===== config.mk =====
export PLATFORM = sky130hd
export DESIGN_NAME = uart_prog_loader
export DESIGN_NICKNAME = d
export VERILOG_FILES = /design/src/rtl/loader_pkg.sv /design/src/rtl/word_assembler.sv /design/src/rtl/uart_prog_loader.sv
export SDC_FILE = /design/constraint.sdc
export NUM_CORES = 1
export LEC_CHECK = 0
export ABC_AREA = 1
export ABC_CLOCK_PERIOD_IN_PS = 2300
export CORE_ASPECT_RATIO = 1.2
export CORE_UTILIZATION = 51
export DETAILED_ROUTE_END_ITERATION = 16
export PLACE_DENSITY = 0.76
export SLEW_MARGIN = 20
export SYNTH_ARGS = -nofsm -noshare
export SYNTH_HDL_FRONTEND = slang
export SYNTH_SLANG_ARGS = --single-unit

===== constraint.sdc =====
create_clock -name CLK -period 2.3 [get_ports CLK]
set_input_delay 0.23 -clock CLK [delete_from_list [all_inputs] [get_ports CLK]]
set_output_delay 0.23 -clock CLK [all_outputs]
set_load 0.02 [all_outputs]

===== src/rtl/loader_pkg.sv =====
// rtl/loader_pkg.sv - shared types, error codes and helpers for the program loader
package loader_pkg;

  typedef enum logic [2:0] {
    ST_IDLE,
    ST_COUNT,
    ST_LOAD,
    ST_CHECK,
    ST_DONE,
    ST_RUN,
    ST_ERROR
  } state_t;

  localparam logic [1:0] ERR_NONE     = 2'd0;
  localparam logic [1:0] ERR_OVERFLOW = 2'd1;
  localparam logic [1:0] ERR_CHECKSUM = 2'd2;
  localparam logic [1:0] ERR_TIMEOUT  = 2'd3;

  // Bytes per instruction word.
  function automatic int word_bytes(input int word_w);
    return word_w / 8;
  endfunction

endpackage


===== src/rtl/word_assembler.sv =====
// rtl/word_assembler.sv - little-endian byte-to-word assembly with running XOR
module word_assembler
  import loader_pkg::*;
#(
  parameter int WORD_W = 16
) (
  input  logic              CLK,
  input  logic              RESET,
  input  logic [7:0]        byte_data,
  input  logic              byte_valid,
  input  logic              clear,
  output logic [WORD_W-1:0] word_data,
  output logic              word_done,
  output logic [7:0]        xor_sum
);

  localparam int WB    = word_bytes(WORD_W);
  localparam int IDX_W = (WB > 1) ? $clog2(WB) : 1;

  logic [IDX_W-1:0]  idx;
  logic [IDX_W-1:0]  cur_idx;
  logic [WORD_W-1:0] acc;
  logic [7:0]        xor_base;

  // A clear coinciding with a byte means that byte opens a fresh frame.
  always_comb begin
    cur_idx   = clear ? '0 : idx;
    xor_base  = clear ? 8'h00 : xor_sum;
    word_done = byte_valid && (cur_idx == IDX_W'(WB - 1));
    word_data = (clear ? '0 : acc) | (WORD_W'(byte_data) << (8 * cur_idx));
  end

  // Byte index, partial word and checksum accumulator.
  always_ff @(posedge CLK) begin
    if (RESET) begin
      idx     <= '0;
      acc     <= '0;
      xor_sum <= 8'h00;
    end else if (byte_valid) begin
      idx     <= word_done ? '0 : IDX_W'(cur_idx + 1'b1);
      acc     <= word_done ? '0 : word_data;
      xor_sum <= xor_base ^ byte_data;
    end else if (clear) begin
      idx     <= '0;
      acc     <= '0;
      xor_sum <= 8'h00;
    end
  end

endmodule


===== src/rtl/uart_prog_loader.sv =====
// rtl/uart_prog_loader.sv - framed program image loader owning CPU reset and run-enable
module uart_prog_loader
  import loader_pkg::*;
#(
  parameter int WORD_W      = 16,
  parameter int ADDR_W      = 8,
  parameter int TIMEOUT_CYC = 1_000_000
) (
  input  logic              CLK,
  input  logic              RESET,
  input  logic [7:0]        rx_data,
  input  logic              rx_valid,
  input  logic              start_btn,
  output logic              imem_we,
  output logic [ADDR_W-1:0] imem_waddr,
  output logic [WORD_W-1:0] imem_wdata,
  output logic              cpu_rst,
  output logic              cpu_run_en,
  output logic              loading,
  output logic [1:0]        err_code,
  output logic [ADDR_W:0]   words_loaded
);

  localparam int CMP_W  = (WORD_W > ADDR_W + 1) ? WORD_W : ADDR_W + 1;
  localparam int IDLE_W = $clog2(TIMEOUT_CYC + 1);
  localparam logic [CMP_W-1:0] CAP = CMP_W'(1) << ADDR_W;

  state_t state, state_n;

  logic              start_q, start_rise;
  logic [IDLE_W-1:0] idle_cnt, idle_n;
  logic [ADDR_W:0]   n_target, n_n, wl_n;
  logic [ADDR_W-1:0] waddr_n;
  logic [WORD_W-1:0] wdata_n;
  logic [1:0]        err_n;
  logic              we_n, loading_n, run_en_n, restart, count_done;
  logic              asm_valid, asm_clear, asm_done;
  logic [WORD_W-1:0] asm_word;
  logic [7:0]        asm_xor;
  logic [CMP_W-1:0]  n_ext;

  assign start_rise = start_btn && !start_q;
  assign asm_clear  = rx_valid && (state inside {ST_IDLE, ST_DONE, ST_RUN});
  assign asm_valid  = rx_valid && (state inside {ST_IDLE, ST_COUNT, ST_LOAD, ST_DONE, ST_RUN});
  assign n_ext      = CMP_W'(asm_word);

  word_assembler #(.WORD_W(WORD_W)) u_asm (
    .CLK        (CLK),
    .RESET      (RESET),
    .byte_data  (rx_data),
    .byte_valid (asm_valid),
    .clear      (asm_clear),
    .word_data  (asm_word),
    .word_done  (asm_done),
    .xor_sum    (asm_xor)
  );

  // Next-state and next-output logic; bytes win over the start edge.
  always_comb begin
    state_n    = state;
    we_n       = 1'b0;
    waddr_n    = imem_waddr;
    wdata_n    = imem_wdata;
    err_n      = err_code;
    wl_n       = words_loaded;
    n_n        = n_target;
    idle_n     = '0;
    restart    = 1'b0;
    count_done = 1'b0;
    case (state)
      ST_IDLE, ST_DONE, ST_RUN: begin
        if (rx_valid) begin
          state_n    = ST_COUNT;
          count_done = asm_done;
        end else if (start_rise && state != ST_IDLE) begin
          state_n = ST_RUN;
          restart = (state == ST_RUN);
        end
      end
      ST_COUNT: count_done = asm_done;
      ST_LOAD: begin
        if (asm_done) begin
          we_n    = 1'b1;
          wdata_n = asm_word;
          waddr_n = words_loaded[ADDR_W-1:0];
          wl_n    = words_loaded + 1'b1;
          if (wl_n == n_target) state_n = ST_CHECK;
        end
      end
      ST_CHECK: begin
        if (rx_valid) begin
          if (rx_data == asm_xor) begin
            state_n = ST_DONE;
          end else begin
            state_n = ST_ERROR;
            err_n   = ERR_CHECKSUM;
          end
        end
      end
      ST_ERROR: begin
        if (start_rise) begin
          state_n = ST_IDLE;
          err_n   = ERR_NONE;
        end
      end
      default: state_n = ST_IDLE;
    endcase

    if (count_done) begin
      waddr_n = '0;
      wl_n    = '0;
      n_n     = n_ext[ADDR_W:0];
      if (n_ext > CAP) begin
        state_n = ST_ERROR;
        err_n   = ERR_OVERFLOW;
      end else if (n_ext == '0) begin
        state_n = ST_CHECK;
      end else begin
        state_n = ST_LOAD;
      end
    end

    if ((state inside {ST_COUNT, ST_LOAD, ST_CHECK}) && !rx_valid) begin
      if (idle_cnt == IDLE_W'(TIMEOUT_CYC - 1)) begin
        state_n = ST_ERROR;
        err_n   = ERR_TIMEOUT;
      end else begin
        idle_n = idle_cnt + 1'b1;
      end
    end

    loading_n = state_n inside {ST_COUNT, ST_LOAD, ST_CHECK};
    run_en_n  = (state_n == ST_RUN) && !restart;
  end

  // State and registered outputs; cpu_rst is always the complement of run-enable.
  always_ff @(posedge CLK) begin
    if (RESET) begin
      state        <= ST_IDLE;
      start_q      <= 1'b0;
      idle_cnt     <= '0;
      n_target     <= '0;
      imem_we      <= 1'b0;
      imem_waddr   <= '0;
      imem_wdata   <= '0;
      cpu_rst      <= 1'b1;
      cpu_run_en   <= 1'b0;
      loading      <= 1'b0;
      err_code     <= ERR_NONE;
      words_loaded <= '0;
    end else begin
      state        <= state_n;
      start_q      <= start_btn;
      idle_cnt     <= idle_n;
      n_target     <= n_n;
      imem_we      <= we_n;
      imem_waddr   <= waddr_n;
      imem_wdata   <= wdata_n;
      cpu_rst      <= !run_en_n;
      cpu_run_en   <= run_en_n;
      loading      <= loading_n;
      err_code     <= err_n;
      words_loaded <= wl_n;
    end
  end

endmodule


==> flow_summary.json <==
{
  "outcome": "completed",
  "yosysWarnings": 0,
  "vias_per_cell": 5.21,
  "finalCritPeriodShare_pct": 89.1,
  "synthMuxAreaShare_pct": 0,
  "holdBufCountCts": 0,
  "crit_path_start_kind": "flip-flop",
  "grt_max_degree": 43,
  "cts_buffer_depth": 2,
  "die-area_um2": 9930,
  "design_area_um2": 5950,
  "clk_pin_slew_worst_paths_ns": 0.10,
  "place_ws_ns": -0.0303,
  "htree_levels": 3,
  "num_rows": 38,
  "p_switching_uw": 991,
  "syn_nets": 715,
  "synthesis.area_um2": 4860,
  "timing.final.ws_setup_ns": 0.251,
  "dr_total_vias": 4690,
  "fin_crit_ns": 2.05,
  "hold_path.class": "in2reg",
  "dpl_cell_area_um2": 5710,
  "tritoncts": "yes",
  "tightestPinTransition_ns": 0.436,
  "whs_ns": 0.401,
  "ys_async_sr_fraction_pct": 0,
  "synth_cell_types": 44,
  "drive_gt1_share_pct": 12.8,
  "cts.sinks": 97,
  "endpoint_kind": "flip-flop",
  "cap_violations": 0,
  "gr-total-overflow": 0,
  "ir_worst_vdd_uv": 376,
  "antenna_found_initial": 0,
  "numCtsBuffers": 9,
  "synth-compound-area-share_pct": 13.9,
  "setup_viol": 0,
  "fmax_mhz": 488,
  "synthCells": 700,
  "synth-seq-cells": 97,
  "hold_viol": 0,
  "power_frac_comb_pct": 15.2,
  "dieWidth_um": 91.1,
  "p_leak_nw": 2.69,
  "post_cts_buffers": 0,
  "dp_hpwl_mm": 8.88,
  "grt_pass1_vias": 4541,
  "slew_violations": 0,
  "arrival_ns": 2.30,
  "grt_usage_pct": 25.0,
  "finClkSkew_ns": 0.00850,
  "drt_iter0_drc": 298,
  "routedWlPerCell_um": 13.1,
  "critPathMaxFanout": 17,
  "syn_to_final_growth_pct": 22.3,
  "pin_count": 51,
  "gp_congestion": 0.899,
  "pwr_density_cell_nw_per_um2": 609,
  "utilization_pct": 65.1,
  "die_h_um": 109,
  "p_int_mw": 2.63,
  "final_net_count": 791,
  "first_pass_iters": 4,
  "detail-route-antenna-nets": 0,
  "coreArea_um2": 9130,
  "syn_avg_cell_area_um2": 6.95,
  "yosys.area_share.simple_pct": 32.4,
  "diodes": 0,
  "grt_pass1_wl_mm": 20.0,
  "synthFlopType": "dfxtp_1",
  "p_seq_share_pct": 48.9,
  "fin_tns_setup_ns": 0,
  "io_buffers": 50,
  "synth_edf_count": 0,
  "ctsRootBufferMaster": "clkbuf_8",
  "p_clk_share_pct": 35.9,
  "clk_latency_ns": 0.38,
  "dp.cells": 885,
  "reg2reg_slack_ns": 0.25,
  "total_power_mw": 3.62,
  "swShare_pct": 27.4,
  "synthXorXnorAreaFrac_pct": 1.98,
  "synthAdderAreaFrac_pct": 0.772,
  "drt-total-wl_mm": 11.8,
  "seq_area_frac_synth_pct": 39.9,
  "path_class": "reg2reg",
  "cp.required_ns": 2.55,
  "rsz0062_at_grt": "false",
  "initial_core_util_pct": 53.3,
  "fin_cells": 901,
  "drcViolationCount": 0,
  "maxSlewHeadroom_pct": 70.8,
  "synth_top_family_by_area": "simple AND/OR/NAND/NOR gates"
}
-- flip-flops by register name (all words and copies together) (netlist names) --
signal         cells
cpu_rst            1
cpu_run_en         1
err_code           2
idle_cnt          20
imem_waddr         8
imem_wdata        16
imem_we            1
loading            1
n_target           9
start_q            1
state              3
u_asm.acc         16
u_asm.idx          1
u_asm.xor_sum      8
words_loaded       9
-- per-layer routing --
metal / up-vias / global-route usage, % / wire [um]
li1: 2394 / - / -
met1: 2169 / 27.0 / 4910
met2: 107 / 47.5 / 6210
met3: 20 / 4.32 / 435
met4: 0 / 12.0 / 275
met5: - / 0 / 0
-- path summary, 6_finish.rpt --
path | from | end | cells past startpoint
setup / recovery | state[2] | cpu_rst | 15
hold / removal | start_btn | start_q | 3
setup reg to reg | state[2] | cpu_rst | 15
hold reg to reg | idle_cnt[0] | idle_cnt[0] | 1
-- cell families after synthesis --
kind of cell,Yosys count
flops,97
fa+ha+maj,3
simple gates,341
compound gates,117
xor+xnor,11
buf+inv,131
-- layout by cell type, fill, tap and decap left out, drive strengths merged, types with 3 or more instances in the layout --
cell,n
nor4,3
nand3,44
nor3,21
xnor2,9
o21a,7
o211ai,16
clkdlybuf4s50,50
dfxtp,97
o22ai,6
nand4,10
a31oi,4
nor2,99
clkbuf,11
o21ai,40
a21oi,40
ha,3
nand2,159
inv,106
buf,41
-- layout make-up --
cell class | count | area [um^2]
multi-input cells | 472 | 2390
well taps | 120 | 150
flip-flops and latches | 97 | 1940
fillers | 822 | 3180
clock inverters | 5 | 86.3
inverters | 105 | 397
clock buffers | 11 | 151
repair buffers | 91 | 833
-- worst max-delay path, stage by stage (launching register included) --
cell	delay [ns]
dfxtp_1	0.38
inv_2	0.13
nand2_4	0.09
nand2_8	0.16
nand2_2	0.07
inv_1	0.06
ha_1	0.18
nand2_1	0.14
nor2_2	0.13
nand3_1	0.07
nor2_1	0.10
nand3_1	0.09
nor2_1	0.10
nor2_1	0.05
nor2_1	0.10
nand4_1	0.08
-- power by group through the flow --
stage          Sequential [mW]  Clock (mW)  Combinational (mW)
2_1_floorplan             1.81           0               0.353
3_3_place_gp              1.81           0               0.533
3_5_place_dp              1.81           0               0.545
4_1_cts                   1.77        1.32               0.549
5_1_grt                   1.78        1.38               0.613
6_report                  1.77        1.30               0.551
-- what timing repair did --
action,CTS,global route
gates resized for setup,0,1
endpoints found under the setup margin,0,1
hold endpoints to repair,0,0
-- Yosys cell counts (9+ instances only) --
cell type / n / area, um^2
a21oi_1: 39 / 195
clkbuf_1: 12 / 45.0
dfxtp_1: 97 / 1940
inv_1: 101 / 379
nand2_1: 144 / 541
nand2_2: 13 / 81.3
nand3_1: 35 / 175
nand4_1: 10 / 62.6
nor2_1: 90 / 338
nor3_1: 20 / 100
o211ai_1: 16 / 120
o21ai_0: 39 / 195
xnor2_1: 9 / 78.8
(Power assumes the default switching activity.)
